**config.mk**
```make
export PLATFORM = sky130hd
export DESIGN_NAME = dff_ram_4x72_arbiter_flat
export DESIGN_NICKNAME = d
export VERILOG_FILES = /design/src/rtl/dff_ram_4x72_arbiter_if.sv /design/src/rtl/dff_ram_4x72_arbiter.sv /design/src/flat_wrapper.sv
export SDC_FILE = /design/constraint.sdc
export NUM_CORES = 1
export LEC_CHECK = 0
export ABC_CLOCK_PERIOD_IN_PS = 1800
export BUFFER_PORTS_ARGS = -buffer_cell sky130_fd_sc_hd__buf_2
export CAP_MARGIN = 5
export CELL_PAD_IN_SITES_DETAIL_PLACEMENT = 1
export CELL_PAD_IN_SITES_GLOBAL_PLACEMENT = 2
export CORE_AREA = 2 2 176 178
export CTS_BUF_LIST = sky130_fd_sc_hd__clkbuf_16
export DETAILED_ROUTE_END_ITERATION = 10
export DIE_AREA = 0 0 178 180
export MAX_ROUTING_LAYER = met4
export PLACE_DENSITY_LB_ADDON = 0.15
export SETUP_SLACK_MARGIN = 0.15
export SYNTH_ARGS = -nofsm -noshare
export SYNTH_HDL_FRONTEND = slang
export SYNTH_SLANG_ARGS = --single-unit
```
**constraint.sdc**
```tcl
create_clock -name clk -period 1.8 [get_ports clk]
set_clock_uncertainty 0.2 [all_clocks]
set_input_delay 0.27 -clock clk [delete_from_list [all_inputs] [get_ports clk]]
set_output_delay 0.27 -clock clk [all_outputs]
set_load 0.01 [all_outputs]
```
**src/rtl/dff_ram_4x72_arbiter_if.sv**
```systemverilog
// Request/response bundle shared by the two RAM masters and the arbiter.
// master = requester side, slave = arbiter side.
interface dff_ram_4x72_arbiter_if #(
  parameter int DW = 72,
  parameter int AW = 2
);
  logic          req0_valid;
  logic          req0_ready;
  logic          req0_we;
  logic [AW-1:0] req0_addr;
  logic [DW-1:0] req0_wdata;
  logic          rsp0_valid;
  logic [DW-1:0] rsp0_rdata;

  logic          req1_valid;
  logic          req1_ready;
  logic          req1_we;
  logic [AW-1:0] req1_addr;
  logic [DW-1:0] req1_wdata;
  logic          rsp1_valid;
  logic [DW-1:0] rsp1_rdata;

  modport master (
    output req0_valid, req0_we, req0_addr, req0_wdata,
    output req1_valid, req1_we, req1_addr, req1_wdata,
    input  req0_ready, rsp0_valid, rsp0_rdata,
    input  req1_ready, rsp1_valid, rsp1_rdata
  );

  modport slave (
    input  req0_valid, req0_we, req0_addr, req0_wdata,
    input  req1_valid, req1_we, req1_addr, req1_wdata,
    output req0_ready, rsp0_valid, rsp0_rdata,
    output req1_ready, rsp1_valid, rsp1_rdata
  );
endinterface

```
**src/rtl/dff_ram_4x72_arbiter.sv**
```systemverilog
// Two-master round-robin arbiter/sequencer for the 4x72 DFF RAM (active-low en/wr).
// Optional power-up zero sweep of the RAM enabled by defining DFF_RAM_ARB_INIT_EN.
module dff_ram_4x72_arbiter #(
  parameter int DW = 72,
  parameter int AW = 2
) (
  input  logic                   clk,
  input  logic                   rst_n,
  dff_ram_4x72_arbiter_if.slave  bus,
  output logic                   ram_en,
  output logic                   ram_wr,
  output logic [AW-1:0]          ram_address,
  output logic [DW-1:0]          ram_wdata,
  input  logic [DW-1:0]          ram_rdata,
  output logic                   init_busy
);

  logic          run;
  logic          init_wr;
  logic [AW-1:0] init_addr;

`ifdef DFF_RAM_ARB_INIT_EN
  typedef enum logic {
    S_INIT,
    S_RUN
  } state_t;

  state_t        state;
  state_t        state_nxt;
  logic [AW-1:0] init_cnt;

  // The sweep counter doubles as the RAM address while zeroing
  always_ff @(posedge clk) begin
    if (!rst_n) begin
      state    <= S_INIT;
      init_cnt <= '0;
    end else begin
      state <= state_nxt;
      if (state == S_INIT)
        init_cnt <= init_cnt + AW'(1);
    end
  end

  always_comb begin
    state_nxt = state;
    case (state)
      S_INIT:  if (init_cnt == '1) state_nxt = S_RUN;
      S_RUN:   state_nxt = S_RUN;
      default: state_nxt = S_INIT;
    endcase
  end

  assign init_busy = (state == S_INIT);
  assign run       = (state == S_RUN);
  assign init_wr   = (state == S_INIT);
  assign init_addr = init_cnt;
`else
  assign init_busy = 1'b0;
  assign run       = 1'b1;
  assign init_wr   = 1'b0;
  assign init_addr = '0;
`endif

  logic          prio;
  logic          grant0;
  logic          grant1;
  logic          accept;
  logic          acc_id;
  logic          acc_we;
  logic [AW-1:0] acc_addr;
  logic [DW-1:0] acc_wdata;

  // prio only matters when both masters ask in the same cycle
  always_comb begin
    grant0 = 1'b0;
    grant1 = 1'b0;
    if (rst_n && run) begin
      if (bus.req0_valid && bus.req1_valid) begin
        grant0 = ~prio;
        grant1 = prio;
      end else begin
        grant0 = bus.req0_valid;
        grant1 = bus.req1_valid;
      end
    end
  end

  always_comb begin
    accept    = grant0 | grant1;
    acc_id    = grant1;
    acc_we    = grant1 ? bus.req1_we    : bus.req0_we;
    acc_addr  = grant1 ? bus.req1_addr  : bus.req0_addr;
    acc_wdata = grant1 ? bus.req1_wdata : bus.req0_wdata;
  end

  assign bus.req0_ready = grant0;
  assign bus.req1_ready = grant1;

  // After each accept the other master gets the next tie-break
  always_ff @(posedge clk) begin
    if (!rst_n)
      prio <= 1'b0;
    else if (accept)
      prio <= ~acc_id;
  end

  // Address and write data hold their last values on idle cycles
  always_ff @(posedge clk) begin
    if (!rst_n) begin
      ram_en      <= 1'b1;
      ram_wr      <= 1'b1;
      ram_address <= '0;
      ram_wdata   <= '0;
    end else if (init_wr) begin
      ram_en      <= 1'b0;
      ram_wr      <= 1'b0;
      ram_address <= init_addr;
      ram_wdata   <= '0;
    end else if (accept) begin
      ram_en      <= 1'b0;
      ram_wr      <= ~acc_we;
      ram_address <= acc_addr;
      ram_wdata   <= acc_wdata;
    end else begin
      ram_en <= 1'b1;
      ram_wr <= 1'b1;
    end
  end

  logic s1_valid;
  logic s1_id;
  logic s2_valid;
  logic s2_id;

  // Stage 1 lines up with the RAM drive, stage 2 with the RAM output register
  always_ff @(posedge clk) begin
    if (!rst_n) begin
      s1_valid <= 1'b0;
      s1_id    <= 1'b0;
      s2_valid <= 1'b0;
      s2_id    <= 1'b0;
    end else begin
      s1_valid <= accept & ~acc_we;
      s1_id    <= acc_id;
      s2_valid <= s1_valid;
      s2_id    <= s1_id;
    end
  end

  assign bus.rsp0_valid = s2_valid & ~s2_id;
  assign bus.rsp1_valid = s2_valid & s2_id;
  assign bus.rsp0_rdata = ram_rdata;
  assign bus.rsp1_rdata = ram_rdata;

endmodule

```
**src/flat_wrapper.sv**
```systemverilog
// flat-port wrapper written by rule: the top's interface ports become plain ports
module dff_ram_4x72_arbiter_flat 
#(
  parameter int DW = 72,
  parameter int AW = 2
)
  (clk, rst_n, ram_en, ram_wr, ram_address, ram_wdata, ram_rdata, init_busy, bus_req0_valid, bus_req0_we, bus_req0_addr, bus_req0_wdata, bus_req1_valid, bus_req1_we, bus_req1_addr, bus_req1_wdata, bus_req0_ready, bus_rsp0_valid, bus_rsp0_rdata, bus_req1_ready, bus_rsp1_valid, bus_rsp1_rdata);
  dff_ram_4x72_arbiter_if #(.DW(DW), .AW(AW)) bus_i ();
  input  logic clk;
  input  logic rst_n;
  output logic ram_en;
  output logic ram_wr;
  output logic [AW-1:0] ram_address;
  output logic [DW-1:0] ram_wdata;
  input  logic [DW-1:0] ram_rdata;
  output logic init_busy;
  input wire logic [$bits(bus_i.req0_valid)-1:0] bus_req0_valid;
  input wire logic [$bits(bus_i.req0_we)-1:0] bus_req0_we;
  input wire logic [$bits(bus_i.req0_addr)-1:0] bus_req0_addr;
  input wire logic [$bits(bus_i.req0_wdata)-1:0] bus_req0_wdata;
  input wire logic [$bits(bus_i.req1_valid)-1:0] bus_req1_valid;
  input wire logic [$bits(bus_i.req1_we)-1:0] bus_req1_we;
  input wire logic [$bits(bus_i.req1_addr)-1:0] bus_req1_addr;
  input wire logic [$bits(bus_i.req1_wdata)-1:0] bus_req1_wdata;
  output wire logic [$bits(bus_i.req0_ready)-1:0] bus_req0_ready;
  output wire logic [$bits(bus_i.rsp0_valid)-1:0] bus_rsp0_valid;
  output wire logic [$bits(bus_i.rsp0_rdata)-1:0] bus_rsp0_rdata;
  output wire logic [$bits(bus_i.req1_ready)-1:0] bus_req1_ready;
  output wire logic [$bits(bus_i.rsp1_valid)-1:0] bus_rsp1_valid;
  output wire logic [$bits(bus_i.rsp1_rdata)-1:0] bus_rsp1_rdata;
  assign bus_i.req0_valid = bus_req0_valid;
  assign bus_i.req0_we = bus_req0_we;
  assign bus_i.req0_addr = bus_req0_addr;
  assign bus_i.req0_wdata = bus_req0_wdata;
  assign bus_i.req1_valid = bus_req1_valid;
  assign bus_i.req1_we = bus_req1_we;
  assign bus_i.req1_addr = bus_req1_addr;
  assign bus_i.req1_wdata = bus_req1_wdata;
  assign bus_req0_ready = bus_i.req0_ready;
  assign bus_rsp0_valid = bus_i.rsp0_valid;
  assign bus_rsp0_rdata = bus_i.rsp0_rdata;
  assign bus_req1_ready = bus_i.req1_ready;
  assign bus_rsp1_valid = bus_i.rsp1_valid;
  assign bus_rsp1_rdata = bus_i.rsp1_rdata;
  dff_ram_4x72_arbiter #(.DW(DW), .AW(AW)) u_core (.clk(clk), .rst_n(rst_n), .bus(bus_i), .ram_en(ram_en), .ram_wr(ram_wr), .ram_address(ram_address), .ram_wdata(ram_wdata), .ram_rdata(ram_rdata), .init_busy(init_busy));
endmodule
```
After elaboration in Yosys (flattened, before gate mapping)
Index checks and enable logic that the tools add are counted.
{"block": "classes", "muxes": 8, "bitwise_logic": 8, "n_reduce_logical": 2}
{"cell": "$mux 72", "n": 1}
{"cell": "$mux 1", "n": 6}
{"cell": "$not 1->1", "n": 4}
{"cell": "$and 1x1->1", "n": 3}
{"cell": "$mux 2", "n": 1}
{"cell": "$reduce_and 2->1", "n": 1}
{"cell": "$logic_and 1x1->1", "n": 1}
{"cell": "$or 1x1->1", "n": 1}
{"block": "totals", "reg_bits": 81, "inputBits": 226, "output_inout_bits": 225, "word_cells": 27}

Longest topological paths before layout
Gate-level depths: netlist (run 1).
{"block": "logic_depth", "depth_word": 6, "mapped_depth": 7, "depth_no_buf": 3}

Worst setup path after synthesis (run 1)
OpenSTA, ideal clock, no wires.
{"block": "synth_timing", "kind": "in2reg", "start": "in rst_n", "end": "reg u_core.ram_wdata[44]", "setup_time_ps": 94, "arrival_ps": 1327, "required_ps": 1506, "path_slack_ps": 180, "stages": 7, "path_buffers": 4, "path_cell_list": "buf_6 > and2_1 > buf_2 > and2_4 > buf_6 > buf_6 > o311ai_2"}
{"block": "synth_via", "elab_chain_cells": 2, "elab_cells_between_ends": 4, "cone_classes": "3 x mux; 1 x bitwise"}
{"element": "start: declaration", "line": "flat_wrapper.sv:10", "source": "input logic rst_n;"}
{"element": "$mux 1 *", "line": "dff_ram_4x72_arbiter.sv:77", "source": "if (rst_n && run) begin"}
{"element": "named net bus_req1_ready", "line": "flat_wrapper.sv:28", "source": "output wire logic [$bits(bus_i.req1_ready)-1:0] bus_req1_ready;"}
{"element": "$mux 72 / $or 1x1->1 (equally long branches)", "line": "dff_ram_4x72_arbiter.sv:93, dff_ram_4x72_arbiter.sv:89"}
{"element": "end signal: assignment", "line": "dff_ram_4x72_arbiter.sv:123", "source": "ram_wdata <= acc_wdata;"}
{"element": "end: declaration", "line": "dff_ram_4x72_arbiter.sv:13", "source": "output logic [DW-1:0] ram_wdata,"}
The timed path passes the listed nets; every way through them passes the cells marked *.
A chain may end at the register's enable or synchronous reset.

Worst setup path after layout (run 1)
{"block": "layout_timing", "start": "reg u_core.prio", "end": "out bus_req1_ready"}
{"block": "layout_via", "elab_chain_cells": 2}
{"element": "start: declaration", "line": "dff_ram_4x72_arbiter.sv:64", "source": "logic prio;"}
{"element": "start signal: assignment", "line": "dff_ram_4x72_arbiter.sv:104", "source": "prio <= ~acc_id;"}
{"element": "$mux 1", "line": "dff_ram_4x72_arbiter.sv:78", "source": "if (bus.req0_valid && bus.req1_valid) begin"}
{"element": "$mux 1", "line": "dff_ram_4x72_arbiter.sv:77"}
{"element": "end: declaration", "line": "flat_wrapper.sv:28"}
Every way passes these cells.

==> impl_metrics.tcl, run 1 <==
set metrics [dict create \
    powerDensity_nw_per_um2 807.8 \
    post-place-cells 1042 \
    start_kind "register" \
    vias 4734 \
    hold_path.class "primary input to register" \
    synth_edf_count 0 \
    start_util_pct 16.65 \
    hpwl_um 15200 \
    critical_path_class "register to output port" \
    drive_gt1_share_pct 43.32 \
    antenna_cells 0 \
    hold_viol 0 \
    min_from "bus_req0_wdata[65]" \
    portBuffers 233 \
    worstPathRequired_ns 1.33 \
    routed_wl_um 21450 \
    place_ws_ns 0.07128 \
    status "finished, final reports clean" \
    viasPerCell 4.138 \
    final_nets 970 \
    clk_pin_slew_ns 0.07 \
    fmax_mhz 610.1 \
    yosys-top-cells-area "dfxtp_1 32%, buf_4 22%, o311ai_2 16%" \
    period_minus_slack_ns 1.639 \
    cts_sinks 81 \
    syn_avg_cell_area_um2 8.476 \
    yosys_register_bits 81 \
    r2r_end "u_core.ram_wdata[55]" \
    crit_fanout 2 \
    yosysWarnings 0 \
    clock_latency_ns 0.34 \
    crit_chain "nand2b_4 -> and2_4 -> buf_12 -> buf_6" \
    arrival_ns 1.17 \
    grt_pass1_vias 5118 \
    synth_top_cell_by_area "dfxtp_1" \
    grt_start_max_net_pins 61 \
    synth.distinct_cells 23 \
    rsz0062_at_grt "true" \
    rows 64 \
    min_to "u_core.ram_wdata[65]" \
    htreeDepth 3 \
    setup_viol 0 \
    vdd_ir_drop_max_v 0.0003980 \
    dr.pass1.iters 4 \
    max_cap_viol_count 0 \
    critPathTopFamily "flip-flops" \
    drc 0 \
    filler_cell_count 3584 \
    wl_per_cell_um 18.75 \
    syn_inst 593 \
    min_path_cells 3 \
    dieArea_um2 32040 \
    crit_path_max_incr_delay_ns 0.32 \
    crit_buf_inv 2 \
    rr_worst_depth 5 \
    post-route-period-util_pct 91.06 \
    cts.path.max_buffers 2 \
    p_leak_nw 2.911 \
    grt_pass1_wl_um 31510 \
    die_x_um 178 \
    cts_tree "built" \
    synth_ff_type "dfxtp_1" \
    antenna_found_initial 1 \
    drt_iter0_drc 115 \
    synthesis.nets 819 \
    end_kind "output port" \
    grtUsageTotal_pct 13.38 \
    yosysMostFrequentCell "nand2_1" \
    synth_area_um2 5026 \
    slew_viol_final 0 \
    critPathSlowestCell "dfxtp_2" \
    ant_nets 0 \
    setup_slack_ns 0.1610 \
    core_area_um2 30190 \
    seq_area_frac_synth_pct 32.26 \
    die_y_um 180 \
    synth_commonest_cells "149 x nand2_1, 145 x buf_4, 81 x dfxtp_1" \
    finalSetupTns_ns 0 \
    rrSetupSlack_ns 0.19 \
    numCtsBuffers 9 \
    regToRegStartpoint "u_core.prio" \
    io_pins 451 \
    cts-root-buf "clkbuf_16" \
    syn_to_final_growth_pct 35.62 \
    place.gp.congestion 0.7076 \
    synth_top_cell_area_share_pct 32.26 \
    overflow 0 \
    fin_cells 1144 \
    synthArstFlopShare_pct 0 \
]
[worst max path at each step]
stage                         from               endpoint  slack [ns]  cells past startpoint
floorplan                    rst_n   u_core.ram_wdata[44]        0.18                      7
global placement    bus_req1_valid         bus_req1_ready        0.12                      5
detailed placement  bus_req1_valid  u_core.ram_address[0]        0.07                      5
CTS                    u_core.prio         bus_req1_ready        0.11                      4
global route           u_core.prio         bus_req1_ready        0.11                      4
finish                 u_core.prio         bus_req1_ready        0.16                      4
[report_power, final]
group	total, mW	switching, mW	internal (mW)
sequential	2.04	0.0827	1.96
clock	2.30	0.809	1.49
combinational	1.17	0.606	0.562
[stage by stage]
stage,instance area (um2),power (mW),util (%),hold slack [ns]
after floorplan,5026,2.890,-,0.2119
after global placement,5552,3.091,18.39,0.2186
after detailed placement,5552,3.107,18.39,0.2292
after CTS,6800,5.637,22.53,0.0005471
after global routing,6817,5.817,22.58,0.006583
final,6817,5.506,22.58,0.005322
[cell type report]
class                   instances  area, um2  area share (%)
repair buffers                336       2237           32.82
multi-input cells             316       2103           30.86
flip-flops and latches         81       1623           23.81
well taps                     396      495.5           7.269
clock buffers                   9      225.2           3.304
clock inverters                 6      132.6           1.946
[worst register-to-register path, cell delays in order, from the launching register on]
cell	delay (ns)
dfxtp_2	0.32
nand2b_4	0.13
and2_4	0.15
buf_12	0.13
buf_4	0.19
o311ai_0	0.38
[layout by cell type, fill, tap and decap left out, drive strengths merged]
master,instances
and2,6
clkinv,1
inv,1
nand2b,2
o21ai,1
nand3,74
and3,1
nor3b,1
bufinv,4
nand2,149
buf,254
a21oi,1
nor2,1
o311ai,74
clkbuf,9
o21bai,1
conb,1
nor3,1
dfxtp,81
dlygate4sd3,82
a21boi,2
nor2b,1
[cells by family (layout without fill, tap and decap cells)]
group	count (synthesis)	after routing	share of synthesized area [%]
AND/OR/NAND/NOR	236	236	20.11
buffers and inverters	196	351	26.69
flip-flops	81	81	32.26
AO/OA/AOI/OAI	79	79	20.86
other	1	1	0.07461
[state kept, by name, summed over array words and instances (netlist names)]
register	flops
u_core.prio	1
u_core.ram_wr	1
u_core.ram_address	2
u_core.s2_id	1
u_core.ram_wdata	72
u_core.s1_valid	1
u_core.s1_id	1
u_core.ram_en	1
u_core.s2_valid	1
[routing by layer]
metal	wire length (um)	global-route usage, %	vias to the layer above
met2	10610	22.62	192
met4	442	4.262	0
li1	-	-	2203
met1	8996	15.61	2286
met5	0	-	-
met3	1405	3.003	53
[what timing repair did]
item | in CTS | in global routing
setup endpoints to repair | 1 | 35
gates resized for setup | 3 | 16
cloned | 1 | 0
buffers inserted | 4 | 0
pin swaps | 1 | 1
hold buffers | 82 | 0
hold endpoints to repair | 71 | 0
(Power assumes the default switching activity.)
==> run 2: changes to the inputs <==
--- a/config.mk
+++ b/config.mk
@@ -15,7 +15,7 @@
 export DETAILED_ROUTE_END_ITERATION = 10
 export DIE_AREA = 0 0 178 180
 export MAX_ROUTING_LAYER = met4
-export PLACE_DENSITY_LB_ADDON = 0.15
+export PLACE_DENSITY = 0.8
 export SETUP_SLACK_MARGIN = 0.15
 export SYNTH_ARGS = -nofsm -noshare
 export SYNTH_HDL_FRONTEND = slang
==> run 2 against run 1 <==
  * Maximum frequency increased by 0.23%
  * Worst hold slack worse by 0.0039 ns
  * Setup slack better by 0.0038 ns
  * Sequential share of layout area down 0.90 points
  * Critical endpoint unchanged
  * Largest cell class unchanged
  * Largest power group is now registers
==> impl_metrics.tcl, run 2 (synthesized netlist as in run 1, its figures left out) <==
set metrics [dict create \
    critPathTopFamily "flip-flops" \
    rows 64 \
    arrival_ns 1.17 \
    wl_per_cell_um 17.52 \
    drc 0 \
    start_util_pct 16.65 \
    worstPathRequired_ns 1.33 \
    clk_pin_slew_ns 0.06 \
    drive_gt1_share_pct 43.04 \
    rsz0062_at_grt "true" \
    clock_latency_ns 0.35 \
    largest_reg_flops 72 \
    setup_viol 0 \
    io_pins 451 \
    p_leak_nw 3.039 \
    crit_path_max_incr_delay_ns 0.32 \
    top_regs "u_core.ram_wdata (72), u_core.ram_address (2)" \
    finalInstanceArea_um2 7084 \
    overflow 0 \
    end_kind "output port" \
    start_kind "register" \
    hold_path.class "primary input to register" \
    layout_commonest_cell "buf_2" \
    dieArea_um2 32040 \
    slew_viol_final 0 \
    setup_slack_ns 0.1648 \
    regMostFlops "u_core.ram_wdata" \
    final_cell_mix "232 x buf_2, 149 x nand2_1, 99 x dlygate4sd3_1" \
    cts-root-buf "clkbuf_16" \
    status "finished, final reports clean" \
    critPathSlowestCell "dfxtp_2" \
    crit_chain "nand2b_4 -> and2_4 -> buf_12 -> buf_6" \
    placed_area_um2 5674 \
    hpwl_um 14230 \
    htreeDepth 3 \
    hold_viol 0 \
    cts.path.max_buffers 2 \
    antenna_found_initial 1 \
    routed_wl_um 20550 \
    ant_nets 0 \
    cts_sinks 81 \
    grt_start_max_net_pins 58 \
    portBuffers 233 \
    finalSetupTns_ns 0 \
    syn_to_final_growth_pct 40.95 \
    period_minus_slack_ns 1.635 \
    grt_pass1_vias 5363 \
    critical_path_class "register to output port" \
    place.gp.congestion 0.7250 \
    numCtsBuffers 9 \
    crit_fanout 2 \
    drt_iter0_drc 166 \
    max_cap_viol_count 0 \
    viasPerCell 4.157 \
    crit_buf_inv 2 \
    dr.pass1.iters 4 \
    vias 4876 \
    vdd_ir_drop_max_v 0.0003755 \
    final_nets 997 \
    die_x_um 178 \
    post-route-period-util_pct 90.85 \
    core_area_um2 30190 \
    place_ws_ns 0.06478 \
    fmax_mhz 611.5 \
    grtUsageTotal_pct 13.01 \
    cts_tree "built" \
    grt_pass1_wl_um 30700 \
    die_y_um 180 \
    powerDensity_nw_per_um2 723.4 \
]
## run 2: cell types whose count changed in the layout (fill, tap and decap cells not counted), sizes merged, moves of 2 or more
cell,before,now
buf,254,262
bufbuf,0,2
bufinv,4,1
clkinv,1,5
dlygate4sd3,82,99
## run 2: area by class of cell
type | count | area, um2
sequential | 81 | 1623
multi-input combinational | 316 | 2106
fill | 3623 | 23100
clock buffer | 9 | 225.2
timing repair buffer | 363 | 2571
antenna | 1 | 2.502
clock inverter | 7 | 61.31
tap | 396 | 495.5
## run 2: worst min-delay path: stages
cell and delay (ns):
buf_2 0.09, nand2_1 0.06, o311ai_1 0.07
## run 2: repair_timing
action / 4_1_cts / 5_1_grt
setup endpoints to repair: 2 / 16
setup buffers: 4 / 1
cloned: 2 / 0
hold buffers: 98 / 1
hold endpoints to repair: 72 / 1
resized for setup: 2 / 15
## run 2: path summary, 6_finish.rpt
check | cells past startpoint | to | start | slack, ns
worst max-delay path | 4 | bus_req1_ready | u_core.prio | 0.16
worst min-delay path | 3 | u_core.ram_address[0] | bus_req0_addr[0] | 0.001
worst min register to register | 1 | u_core.s2_valid | u_core.s1_valid | 0.24
worst max register to register | 5 | u_core.ram_address[1] | u_core.prio | 0.20
## run 2: stage by stage
step                cells  power [mW]  hold WS [ns]  utilization (%)
global placement     1050       3.086        0.2242            18.80
CTS                  1170       5.231      0.002589            23.33
global route         1173       5.419      0.001510            23.47
finish               1173       5.124      0.001461            23.47
detailed placement   1050       3.107        0.2305            18.80
floorplan             593       2.890        0.2119                -
## run 2: report_power, final
part	switching [mW]	internal, mW
registers	0.0828	1.96
logic	0.603	0.620
clock network	0.798	1.06
## run 2: layer usage
metal | global-route usage [%] | vias up | wire [um] | part of all wire (%)
li1 | - | 2263 | - | -
met1 | 12.80 | 2314 | 7535 | 37
met2 | 23.10 | 225 | 10750 | 52
met3 | 3.871 | 74 | 1469 | 7.1
met4 | 6.393 | 0 | 792 | 3.9
met5 | - | - | 0 | 0
==> run 3: changes to the inputs <==
==> constraint.sdc (replaced) <==
create_clock -name clk -period 1.8 [get_ports clk]
set_clock_uncertainty 0.2 [all_clocks]
set_input_delay 0.27 -clock clk [delete_from_list [all_inputs] [get_ports clk]]
set_output_delay 0.27 -clock clk [all_outputs]
set_load 0.05 [all_outputs]
==> run 3 against run 2 <==
  * Count of clock-buffer cells in the layout stayed put
  * Clock power is 9% lower
  * Maximum frequency decreased by 0.59%
  * Combinational power rose by 39%
  * Via count decreased by 0.92%
==> impl_metrics.tcl, run 3 (synthesized netlist as in run 1, its figures left out) <==
set metrics [dict create \
    die_x_um 178 \
    crit_chain "nand2b_4 -> and2_4 -> buf_4 -> buf_12 -> o311ai_4" \
    antenna_cells 0 \
    core_area_um2 30190 \
    vias 4831 \
    htreeDepth 3 \
    powerDensity_nw_per_um2 776.8 \
    cts_sinks 81 \
    setup_slack_ns 0.1550 \
    top_regs "u_core.ram_wdata (72), u_core.ram_address (2)" \
    finalSetupTns_ns 0 \
    min_path_cells 3 \
    grtUsageTotal_pct 11.98 \
    vdd_ir_drop_max_v 0.0003618 \
    min_to "u_core.ram_wdata[2]" \
    final_nets 987 \
    rr_worst_depth 5 \
    setup_viol 0 \
    clk_pin_slew_ns 0.06 \
    rrSetupSlack_ns 0.16 \
    largest_reg_flops 72 \
    cts.path.max_buffers 2 \
    start_util_pct 16.65 \
    portBuffers 233 \
    die_y_um 180 \
    slew_viol_final 0 \
    numCtsBuffers 9 \
    rows 64 \
    cts_tree "built" \
    p_int_mw 3.471 \
    critPathSlowestCell "dfxtp_4" \
    critPathTopFamily "flip-flops" \
    rsz0062_at_grt "true" \
    power_mw 5.419 \
    crit_buf_inv 2 \
    wl_per_cell_um 16.62 \
    dieArea_um2 32040 \
    arrival_ns 1.69 \
    grt_pass1_vias 5159 \
    start_kind "register" \
    drive_gt1_share_pct 42.35 \
    fin_cells 1161 \
    regMostFlops "u_core.ram_wdata" \
    filler_cell_count 3581 \
    io_pins 451 \
    syn_to_final_growth_pct 38.81 \
    grt_pass1_wl_um 28720 \
    max_cap_viol_count 0 \
    post-place-cells 1041 \
    startpoint "u_core.prio" \
    clock_latency_ns 0.34 \
    p_leak_nw 2.968 \
    drc 0 \
    end_kind "register" \
    period_minus_slack_ns 1.645 \
    grt_start_max_net_pins 47 \
    worstPathRequired_ns 1.85 \
    clockPowerShare_pct 31.2 \
    antenna_found_initial 0 \
    place_ws_ns 0.04753 \
    cts-root-buf "clkbuf_16" \
    critical_path_class "register to register" \
    viasPerCell 4.161 \
    crit_fanout 37 \
    dr.pass1.iters 4 \
    r2r_end "u_core.ram_wdata[17]" \
    final_cell_mix "231 x buf_2, 149 x nand2_1, 101 x dlygate4sd3_1" \
    post-route-period-util_pct 91.39 \
    p_sw_share_pct 35.95 \
    combPwrFrac_pct 31.3 \
    overflow 0 \
    regToRegStartpoint "u_core.prio" \
    status "finished, final reports clean" \
    p_seq_share_pct 37.6 \
    ant_nets 0 \
    crit_path_max_incr_delay_ns 0.34 \
    drt_iter0_drc 188 \
    fmax_mhz 607.9 \
    layout_commonest_cell "buf_2" \
    min_from "bus_req0_wdata[2]" \
    routed_wl_um 19300 \
    p_switching_mw 1.948 \
    hold_path.class "primary input to register" \
    hpwl_um 13250 \
    hold_viol 0 \
    place.gp.congestion 0.7246 \
]
## run 3: cell types whose count changed in the layout (fill, tap and decap cells not counted), sizes merged
cell         change
clkinv           -2
dlygate4sd3      +2
inv              +2
buf             -10
diode            -1
bufinv           -1
bufbuf           -2
## run 3: timing repair
item                                    4_1_cts  5_1_grt
endpoints found under the setup margin        2       57
hold buffers                                 98        3
buffers inserted                              2        2
pin swaps                                     0        1
gates resized for setup                       5       27
hold endpoints to repair                     74        3
## run 3: power groups by stage
stage / Clock, mW / Sequential, mW / Combinational (mW)
2_1_floorplan: 0 / 2.62 / 1.29
3_3_place_gp: 0 / 2.07 / 1.49
3_5_place_dp: 0 / 2.08 / 1.50
4_1_cts: 1.80 / 2.04 / 1.67
5_1_grt: 1.85 / 2.06 / 1.81
6_report: 1.69 / 2.04 / 1.70
## run 3: metal layers
layer	up-vias	routed length, um	GRT usage (%)
met5	-	0	-
met4	0	684	5.639
met3	87	1262	3.363
met2	221	9902	20.54
met1	2282	7450	12.61
li1	2241	-	-
## run 3: layout make-up
class,count,area (um2),area share [%]
Sequential cell,81,1625,23.30
Tap cell,396,495.5,7.102
Multi-Input combinational cell,316,2157,30.92
Clock inverter,6,28.78,0.4125
Timing Repair Buffer,353,2445,35.04
Clock buffer,9,225.2,3.228
## run 3: worst max path at each step
stage | end | depth (start not counted)
detailed placement | u_core.ram_wdata[66] | 5
floorplan | u_core.ram_wdata[44] | 7
finish | u_core.ram_wdata[17] | 5
global route | u_core.ram_wdata[68] | 5
CTS | bus_req1_ready | 3
global placement | u_core.ram_wdata[53] | 5
## run 3: metrics by stage
step                utilization, %  hold slack [ns]  instance area, um2
detailed placement           18.57           0.2215                5605
global route                 23.11         0.002387                6977
global placement             18.57           0.2190                5605
floorplan                        -           0.2119                5042
CTS                          22.74       0.00006528                6865
finish                       23.11         0.001264                6977
## run 3: worst reg2reg max path, stage by stage, from the launching register on
cell and delay [ns]:
dfxtp_4 0.34, nand2b_4 0.14, and2_4 0.18, buf_4 0.15, buf_12 0.18, o311ai_4 0.36
